--- config.mk ---
export PLATFORM = sky130hd
export DESIGN_NAME = seg_content_gen
export DESIGN_NICKNAME = d
export VERILOG_FILES = /design/src/rtl/seg_content_gen.sv
export SDC_FILE = /design/constraint.sdc
export NUM_CORES = 1
export LEC_CHECK = 0
export CAP_MARGIN = 20
export CORE_MARGIN = 1
export CORE_UTILIZATION = 25
export CTS_CLUSTER_SIZE = 30
export DETAILED_ROUTE_END_ITERATION = 8
export GPL_TIMING_DRIVEN = 1
export PLACE_DENSITY = 0.49
export SYNTH_ARGS = -nofsm -noshare
export SYNTH_HDL_FRONTEND = slang
export SYNTH_SLANG_ARGS = --single-unit
--- constraint.sdc ---
create_clock -name clk -period 1.9 [get_ports clk]
set_clock_uncertainty 0.15 [all_clocks]
set_input_delay 0.38 -clock clk [delete_from_list [all_inputs] [get_ports clk]]
set_output_delay 0.38 -clock clk [all_outputs]
set_load 0.05 [all_outputs]
--- src/rtl/seg_content_gen.sv ---
// seg_content_gen
// Builds the eight-digit word shown by display_driver. In hex mode the
// sampled value passes straight through. In decimal mode a 32-step
// double-dabble converts the value to packed BCD. seg_content is written
// only when a word is complete, so the scanning display never shows a
// half-converted word.
//
// state | meaning
// ------+------------------------------------------------------------
// IDLE  | waiting for refresh; hex requests are served here directly
// CONV  | one double-dabble iteration per clk edge, 32 in total
module seg_content_gen (
    input  logic        clk,
    input  logic        rst_n,
    input  logic        refresh,
    input  logic        sel_dec,
    input  logic [31:0] value,
    output logic [31:0] seg_content,
    output logic        busy,
    output logic        done
);

    localparam logic [0:0] IDLE = 1'b0;
    localparam logic [0:0] CONV = 1'b1;

    logic [0:0]  state_q, state_d;
    logic [31:0] bin_q,   bin_d;
    logic [31:0] bcd_q,   bcd_d;
    logic [4:0]  cnt_q,   cnt_d;
    logic [31:0] seg_q,   seg_d;
    logic        done_q,  done_d;

    logic [31:0] bcd_corr;
    logic [31:0] bcd_shift;

    // Add-3 correction on every nibble >= 5, then shift {bcd,bin} left by one.
    // Whatever leaves bcd[31] is dropped, which keeps the result mod 10^8.
    always_comb begin
        bcd_corr = bcd_q;
        for (int i = 0; i < 8; i++) begin
            if (bcd_q[i*4 +: 4] >= 4'd5) begin
                bcd_corr[i*4 +: 4] = bcd_q[i*4 +: 4] + 4'd3;
            end
        end
        bcd_shift = {bcd_corr[30:0], bin_q[31]};
    end

    // Next-state logic for the request / conversion sequencer.
    always_comb begin
        state_d = state_q;
        bin_d   = bin_q;
        bcd_d   = bcd_q;
        cnt_d   = cnt_q;
        seg_d   = seg_q;
        done_d  = 1'b0;
        case (state_q)
            IDLE: begin
                if (refresh) begin
                    if (sel_dec) begin
                        bin_d   = value;
                        bcd_d   = '0;
                        cnt_d   = '0;
                        state_d = CONV;
                    end else begin
                        seg_d  = value;
                        done_d = 1'b1;
                    end
                end
            end
            CONV: begin
                bcd_d = bcd_shift;
                bin_d = {bin_q[30:0], 1'b0};
                cnt_d = cnt_q + 5'd1;
                if (cnt_q == 5'd31) begin
                    seg_d   = bcd_shift;
                    done_d  = 1'b1;
                    state_d = IDLE;
                end
            end
            default: state_d = IDLE;
        endcase
    end

    // State registers with synchronous active-low reset; a reset mid-conversion
    // abandons the word and suppresses done.
    always_ff @(posedge clk) begin
        if (!rst_n) begin
            state_q <= IDLE;
            bin_q   <= '0;
            bcd_q   <= '0;
            cnt_q   <= '0;
            seg_q   <= '0;
            done_q  <= 1'b0;
        end else begin
            state_q <= state_d;
            bin_q   <= bin_d;
            bcd_q   <= bcd_d;
            cnt_q   <= cnt_d;
            seg_q   <= seg_d;
            done_q  <= done_d;
        end
    end

    assign seg_content = seg_q;
    assign done        = done_q;
    assign busy        = (state_q == CONV);

endmodule
Word level (Yosys, flattened, before mapping) --
Index checks and enable logic that the tools add are counted.
Word-level totals: bits of input ports 36, register bits 103, word-level logic and storage cells 60, output and inout bits 34
Cells by class: muxes and demuxes 29, order comparisons 8, reduce and logical (&&, ||, !) cells 2, add/sub/neg operators 9, bitwise operators 1, equality and inequality tests 5
Operators with widths (count):
- $mux W32 | 7
- $pmux W32 S2 | 3
- $ge A4 B3 Y1 const B | 8
- $add A4 B2 Y4 const B | 7
- $mux W4 | 7
- $mux W5 | 2
- $pmux W5 S2 | 1
- $mux W1 | 6
- $ne A2 B2 Y1 const B | 3
- $add A5 B1 Y5 const B | 1
- $eq A5 B5 Y1 const B | 1
- $pmux W1 S2 | 2
- $add A3 B2 Y3 const B | 1
- $mux W3 | 1
- $reduce_and A3 Y1 | 1
- $ne A2 B1 Y1 const B | 1
- $reduce_and A2 Y1 | 1
- $not A1 Y1 | 1

Logic depth before layout (Yosys ltp) --
Gate-level depths: netlist (run 1).
depth in word-level cells 4, depth in mapped cells 9, depth with buffers taken out 7

Worst setup path before layout (run 1) --
No wires, ideal clock.
path kind register to register, from reg state_q (netlist: busy), to reg seg_q[23] (netlist: seg_content[23]), required time 1625 ps, buffers on the path 3, period minus slack after synthesis 1905 ps, data arrival time 1629 ps, cell stages (with the launch flop) 6, path slack -5 ps, library setup time 125 ps, path through dfxtp_1 > buf_2 > buf_2 > buf_1 > mux2i_1 > o21ai_0
On the way: cells in the longest elaborated chain, start to end 3, elaborated cells between the ends (all ways) 6, classes of those cells eq/ne: 3; mux: 1; bitwise: 1; reduce/logical: 1
RTL lines:
- from (decl) | line 26 | logic [0:0] state_q, state_d;
- from (signal assigned) | line 95 | state_q <= state_d;
- $not A1 Y1
- $ne A2 B2 Y1 (no line)
- $reduce_and A3 Y1 (no line)
- to (signal assigned) | line 99 | seg_q <= seg_d;
- to (decl) | line 30 | logic [31:0] seg_q, seg_d;
Parallel ways exist; a longest one is shown, timed or not. A chain may end at the register's enable or synchronous reset.

Final worst setup path (run 1) --
from reg cnt_q[0], to reg seg_q[18] (netlist: seg_content[18])
On the way: cells in the longest elaborated chain, start to end 3
RTL lines:
- from (decl) | line 29 | logic [4:0] cnt_q, cnt_d;
- from (signal assigned) | line 98 | cnt_q <= cnt_d;
- $eq A5 B5 Y1 | line 74 | if (cnt_q == 5'd31) begin
- $ne A2 B1 Y1 (no line)
- $reduce_and A3 Y1 (no line)
No other way between the ends.

==> qor.csv, run 1 <==
stage;metric;value;unit
outcome;status;finished, final reports clean;
global_route;first-pass GRT wire length;22.14;mm
yosys;Synth Warn #;0;
setup_path;critical path endpoint category;flip-flop;
layout;Area Growth Syn to Fin;34.11;%
routing;Post-route DRC;0;
power_and_ir_drop;Leak;2.314;nW
setup_path;critical path's largest stage delay;0.34;ns
setup_path;Max FO, Critical Path;4;
global_route;antenna violations before repair;1;
clocking;CTS tree;done;
floorplan;Initial Utilization;25.82;%
setup_path;CP max stage cell;dfxtp_2;
yosys;Synth Area in XOR/XNOR;1.436;%
sta;relative slew slack;72.24;%
yosys;Net Count, Synth;617;
placed_design;DP HPWL;10.53;mm
floorplan;IO Pins;70;
power_and_ir_drop;power density cells;768.7;mW/mm²
yosys;largest family of logic cells by synthesized area;compound AO/OA/AOI/OAI gates;
flow_run;Max-Cap Viols;0;
sta;Final Max Slew Viols;0;
setup_path;CP Buf/Inv Count;2;
floorplan;Die Height;141.7;µm
floorplan;core area;0.01889;mm²
global_route;total grt overflow;0;
yosys;Synth Register Bits;103;
global_route;Total GRT Usage;14.39;%
sta;period utilization;96.72;%
yosys;top_reg_cell synth;dfxtp_1;
yosys;Synth Area in Compound Gates;22.65;%
floorplan;row count;50;
setup_path;CP Class;flip-flop to flip-flop;
yosys;syn avg cell area;8.665;µm²
placed_design;Placed Instances;894;
yosys;area share of fa/ha/maj cells after synthesis;4.617;%
layout;fin nets;703;
yosys;EDFF count, synth;0;
routing;via count;4272;
setup_path;Startpoint Class;flip-flop;
clocking;Worst-Skew Late Latency;0.35;ns
placed_design;IO Port Bufs;69;
yosys;Post-synth ARST share;0;%
clocking;clock buffer depth;2;
floorplan;die width;141.7;µm
power_and_ir_drop;power after layout;5.030;mW
routing;Final ANT Viol Nets;0;
global_route;vias in the first global route;4142;
yosys;Gate Count Post-Synth;563;
sta;# setup viols final;0;
sta;Final min period;1.838;ns
yosys;post-synth cell types;37;
floorplan;DIE AREA;0.02008;mm²
clocking;clock slew at reported path FFs;0.07;ns
layout;share of layout cells above drive strength 1;20.49;%
setup_path;Worst EP required;2.02;ns
yosys;multiplexer share of the synthesized area;4.411;%
power_and_ir_drop;Worst VDD drop;0.0004285;V
layout;final cell count without fillers;915;
yosys;Mapped Area;0.004878;mm²
hold_path;Worst Hold Class;input pin to flip-flop;
routing;WL final;14.35;mm
clocking;H-Tree Depth;3;
global_route;largest net degree at the start of global routing;41;
placed_design;GP Congestion;0.7630;
setup_path;CP Cell Sequence;ha_4, and3_4, ha_4, a21boi_2, buf_4, o21ai_1, buf_4, a211oi_2;
sta;Max Fclk;0.5441;GHz
yosys;sequential element share of the synthesized area;42.27;%
sta;worst slew pin tran;0.4121;ns
yosys;Post-Synth Simple-Gate Area;19.83;%
routing;initial detailed-routing violation count;269;
sta;Final Hold Fails;0;
setup_path;CP delay by family, top;compound AO/OA/AOI/OAI gates;
clocking;# clock sinks;103;
routing;wire length per cell;15.68;µm
routing;via density per instance;4.669;
clocking;root buf cell;clkbuf_16;
setup_path;Critical Path AT;1.96;ns
clocking;CTS Buf Count;9;
routing;iteration count of the initial detailed-routing pass;5;
## final timing paths
kind	cells after the start	to	from	slack, ns
setup / recovery	8	seg_content[18]	cnt_q[0]	0.06
hold / removal	2	bcd_q[15]	rst_n	0.19
setup reg to reg	8	seg_content[18]	cnt_q[0]	0.06
hold reg to reg	2	bcd_q[29]	bcd_q[29]	0.32
## cells by family (layout without fill, tap and decap cells)
logic type                 after synthesis  in the layout
AOI/OAI and AO/OA                      171            171
buffers and inverters                   57            148
DFF                                    103            103
adders and majority gates               18             18
xor gates and xnor gates                 8              8
other                                    0              1
muxes                                   20             20
and+or+nand+nor                        186            186
## Yosys cell counts (2+ instances only)
master | count | area share [%]
a21boi_0 | 38 | 5.8
o211ai_1 | 15 | 2.3
nor2_1 | 10 | 0.77
dfxtp_1 | 103 | 42
buf_1 | 8 | 0.62
mux2_2 | 8 | 1.8
nand3b_1 | 8 | 1.2
nor2b_1 | 4 | 0.51
clkbuf_1 | 21 | 1.6
mux2i_1 | 11 | 2.3
o21ai_0 | 58 | 6.0
a21oi_1 | 15 | 1.5
buf_2 | 10 | 1.0
ha_1 | 18 | 4.6
nand2b_1 | 15 | 1.9
o21a_1 | 2 | 0.31
nor3b_1 | 10 | 1.5
a211oi_1 | 7 | 1.1
nand2_1 | 82 | 6.3
a22oi_1 | 31 | 4.8
and2_1 | 12 | 1.5
nand4b_1 | 15 | 2.7
xnor2_1 | 8 | 1.4
nand3_1 | 25 | 2.6
inv_1 | 17 | 1.3
## state kept, by name (all words and copies together), names as in the netlist
name,count
seg_content,32
bcd_q,32
busy,1
done,1
cnt_q,5
bin_q,32
## layout by cell type, fill, tap and decap left out, drive strengths merged, types with 9 or more instances in the layout
master and n:
mux2i 11, dfxtp 103, nor3b 10, mux2 9, a21oi 16, inv 17, a22oi 31, nand3 25
nand2b 15, o21ai 59, clkbuf 15, ha 18, and2 13, nand2 83, buf 79, nor2 10
clkdlybuf4s50 34, o211ai 15, a21boi 39, nand4b 15
## what timing repair did
action,in CTS,in global routing
cloned,0,3
setup buffers,0,1
setup endpoints to repair,30,31
pin swaps,1,5
hold buffers,0,0
gates resized for setup,9,24
## metal layers
layer	routed length, µm	vias up	global-route usage, %	share of wire, %
li1	-	2161	-	-
met1	6749	2021	18.83	47
met2	6733	76	23.33	47
met3	653	14	3.206	4.6
met4	214	0	4.754	1.5
met5	0	-	0	0
## where the power goes
part	total (mW)	internal, mW	switching (mW)
logic	0.729	0.308	0.421
clock network	2.02	1.23	0.797
registers	2.28	2.23	0.0450
## metrics by stage
stage / setup TNS [ns] / hold slack, ns / instance area (µm²) / utilization [%] / setup WS (ns)
2_1_floorplan: 0 / 0.2750 / 4883 / - / 0.07137
3_3_place_gp: -10.41 / 0.2881 / 6032 / 31.93 / -0.3463
3_5_place_dp: -12.25 / 0.3083 / 6032 / 31.93 / -0.3701
4_1_cts: 0 / 0.1802 / 6387 / 33.81 / 0.002619
5_1_grt: -0.005993 / 0.1892 / 6543 / 34.63 / -0.002109
6_report: 0 / 0.1893 / 6543 / 34.63 / 0.06224
## cell type report
| type | count | area (µm²) |
|---|---|---|
| clock buffer | 13 | 260.3 |
| fill | 1967 | 12350 |
| timing repair buffer | 115 | 1064 |
| sequential | 103 | 2066 |
| inverter | 17 | 63.81 |
| multi-input combinational | 403 | 2696 |
| tap | 260 | 325.3 |
| antenna | 1 | 2.502 |
| clock inverter | 3 | 65.06 |
No activity file was read; power rests on OpenSTA's default activity.
==> run 2, diff against run 1 <==
--- a/config.mk
+++ b/config.mk
@@ -5,6 +5,7 @@
 export SDC_FILE = /design/constraint.sdc
 export NUM_CORES = 1
 export LEC_CHECK = 0
+export ABC_AREA = 0
 export CAP_MARGIN = 20
 export CORE_MARGIN = 1
 export CORE_UTILIZATION = 25
==> results of run 2 <==
Final layout, timing and power as in run 1 (identical DEF).
==> run 3, diff against run 2 <==
--- a/config.mk
+++ b/config.mk
@@ -6,13 +6,12 @@
 export NUM_CORES = 1
 export LEC_CHECK = 0
 export ABC_AREA = 0
-export CAP_MARGIN = 20
-export CORE_MARGIN = 1
-export CORE_UTILIZATION = 25
+export CAP_MARGIN = 10
+export CORE_UTILIZATION = 49
 export CTS_CLUSTER_SIZE = 30
 export DETAILED_ROUTE_END_ITERATION = 8
 export GPL_TIMING_DRIVEN = 1
-export PLACE_DENSITY = 0.49
+export PLACE_DENSITY = 0.81
 export SYNTH_ARGS = -nofsm -noshare
 export SYNTH_HDL_FRONTEND = slang
 export SYNTH_SLANG_ARGS = --single-unit
==> qor.csv, run 3 (synthesized netlist as in run 1, its figures left out) <==
stage;metric;value;unit;change
setup_path;critical path endpoint category;flip-flop;;
power_and_ir_drop;power after layout;4.405;mW;-12%
routing;Post-route DRC;0;;unchanged
sta;Final Hold Fails;0;;unchanged
setup_path;CP delay by family, top;simple AND/OR/NAND/NOR gates;;
setup_path;CP Buf/Inv Count;2;;unchanged
clocking;clock slew at reported path FFs;0.10;ns;+0.03 ns
routing;top sig layer;met4;;
setup_path;CP max stage cell;dfxtp_2;;
routing;iteration count of the initial detailed-routing pass;5;;unchanged
clocking;CTS Buf Count;9;;unchanged
clocking;CTS tree;done;;
sta;Final Max Slew Viols;0;;unchanged
clocking;Worst-Skew Late Latency;0.38;ns;+0.03 ns
sta;post-route worst setup slack;0.02833;ns;-0.03390 ns
floorplan;Die Height;101.8;µm;-28%
power_and_ir_drop;internal power;3.159;mW;-16%
flow_run;Max-Cap Viols;0;;unchanged
layout;filler instances;788;;-60%
floorplan;die width;101.8;µm;-28%
power_and_ir_drop;Switching Share;28.29;%;+3.2 points
clocking;# hold bufs at CTS;0;;unchanged
sta;# setup viols final;0;;unchanged
placed_design;dpl cell area;0.005828;mm²;-3.4%
floorplan;core area;0.009729;mm²;-49%
sta;relative slew slack;62.51;%;-9.7 points
sta;unrepaired setup endpoints after global routing;yes;;
power_and_ir_drop;Clk pwr share;32.1;%;-8.1 points
floorplan;row count;36;;-28%
routing;WL final;13.33;mm;-7.1%
layout;final core utilization;64.21;%;+30 points
placed_design;pre-CTS WS;-0.2842;ns;+0.08599 ns
layout;commonest non-fill, non-tap cells in the layout;99 x dfxtp_1, 80 x nand2_1, 57 x buf_4, 51 x o21ai_0, 38 x a21boi_0;;
global_route;total grt overflow;0;;unchanged
layout;fin nets;694;;-1.3%
placed_design;IO Port Bufs;69;;unchanged
layout;Area Growth Syn to Fin;28.06;%;
clocking;H-Tree Depth;3;;unchanged
layout;Storage cell area;0.002067;mm²;about the same
setup_path;critical path's largest stage delay;0.35;ns;about the same
setup_path;most used cell, CP;ha_4;;
layout;final non-filler cell area;0.006247;mm²;-4.5%
setup_path;CP Class;flip-flop to flip-flop;;
setup_path;Worst EP required;2.04;ns;+0.02 ns
routing;wire length per cell;17.14;µm;+9.3%
routing;WL met1;5.853;mm;-13%
power_and_ir_drop;Comb pwr share;16.1;%;+1.6 points
outcome;status;finished, final reports clean;;
power_and_ir_drop;Worst VDD drop;0.0004038;V;-5.8%
setup_path;Critical Path AT;2.01;ns;+0.05 ns
setup_path;CP Cell Sequence;ha_4, and3_4, ha_4, buf_6, nand2_4, and2_4, clkbuf_16, nand3_2, o211ai_1;;
placed_design;DP HPWL;9.064;mm;-14%
layout;share of layout cells above drive strength 1;19.22;%;-1.3 points
sta;period utilization;98.51;%;+1.8 points
global_route;largest net degree at the start of global routing;90;;+120%
sta;Final min period;1.872;ns;+0.03390 ns
clocking;# clock sinks;103;;unchanged
global_route;Total GRT Usage;25.51;%;+11 points
layout;most common cell after layout, fill and taps aside;dfxtp_1;;
global_route;antenna violations before repair;0;;-1
sta;worst slew pin tran;0.5610;ns;+0.1489 ns
routing;Final ANT Viol Nets;0;;unchanged
power_and_ir_drop;P_sw;1.246;mW;-1.4%
power_and_ir_drop;power density cells;705.1;mW/mm²;-8.3%
layout;final cell count without fillers;778;;-15%
routing;via density per instance;5.779;;+24%
routing;Routed met3 length;758;µm;+16%
global_route;vias in the first global route;4154;;+0.29%
floorplan;DIE AREA;0.01036;mm²;-48%
sta;Max Fclk;0.5343;GHz;-1.8%
clocking;root buf cell;clkbuf_8;;
hold_path;Worst Hold Class;input pin to flip-flop;;
routing;met2 routed WL;6.481;mm;-3.7%
floorplan;IO Pins;70;;unchanged
setup_path;Startpoint Class;flip-flop;;
routing;initial detailed-routing violation count;234;;-13%
placed_design;Placed Instances;756;;-15%
global_route;first-pass GRT wire length;20.36;mm;-8.1%
routing;via count;4496;;+5.2%
clocking;clock buffer depth;2;;unchanged
placed_design;GP Congestion;0.8612;;+13%
power_and_ir_drop;Leak;2.232;nW;-3.5%
setup_path;Max FO, Critical Path;6;;+2
floorplan;Initial Utilization;50.14;%;+24 points
layout;Antenna Cells;0;;-1
layout;area of the multi-input gates;0.002688;mm²;-0.32%
power_and_ir_drop;part of the power in registers;51.8;%;+6.5 points
==> run 3: worst register-to-register path, delay by kind of cell, from the launching register on <==
kind | cells | cell delay (ns)
buf+inv | 2 | 0.30
fa+ha+maj | 2 | 0.34
compound gates | 1 | 0.11
simple gates | 4 | 0.56
flops | 1 | 0.35
==> run 3: worst paths after layout <==
kind / end / slack, ns / startpoint / cells after the start
max: seg_content[17] / 0.03 / cnt_q[0] / 9
min: bcd_q[3] / 0.19 / rst_n / 2
max reg2reg: seg_content[17] / 0.03 / cnt_q[0] / 9
min reg2reg: seg_content[7] / 0.33 / seg_content[7] / 2
==> run 3: stage by stage <==
step,TNS [ns],hold slack [ns]
5_1_grt,-0.1994,0.1883
6_report,0,0.1861
3_3_place_gp,-6.250,0.2871
2_1_floorplan,0,0.2750
3_5_place_dp,-8.721,0.2986
4_1_cts,-0.0006721,0.1780
==> run 3: power by group through the flow <==
stage / Sequential [mW] / Clock, mW / Combinational [mW]
global route: 2.29 / 1.50 / 0.754
global placement: 2.32 / 0 / 0.655
floorplan: 2.43 / 0 / 0.266
detailed placement: 2.32 / 0 / 0.667
CTS: 2.28 / 1.42 / 0.671
finish: 2.28 / 1.41 / 0.711
==> run 3: repair_timing <==
action                     in CTS  in global routing
resized for setup               8                 27
setup endpoints to repair      32                 36
setup buffers                   0                  3
pin swaps                       1                  6
gates cloned                    0                  3
==> run 3: layout make-up <==
type                            instances  share of cell area (%)
Multi-Input combinational cell        403                   43.02
Sequential cell                       103                   33.09
Timing Repair Buffer                  106                   16.96
Tap cell                              133                   2.664
Clock buffer                            9                   1.983
Clock inverter                          7                   1.262
Inverter                               17                   1.021
==> run 3: per-layer routing <==
metal,vias up,global-route usage (%)
met4,0,9.699
met2,162,41.58
met1,2161,34.24
met3,29,3.589
li1,2144,-
met5,-,0
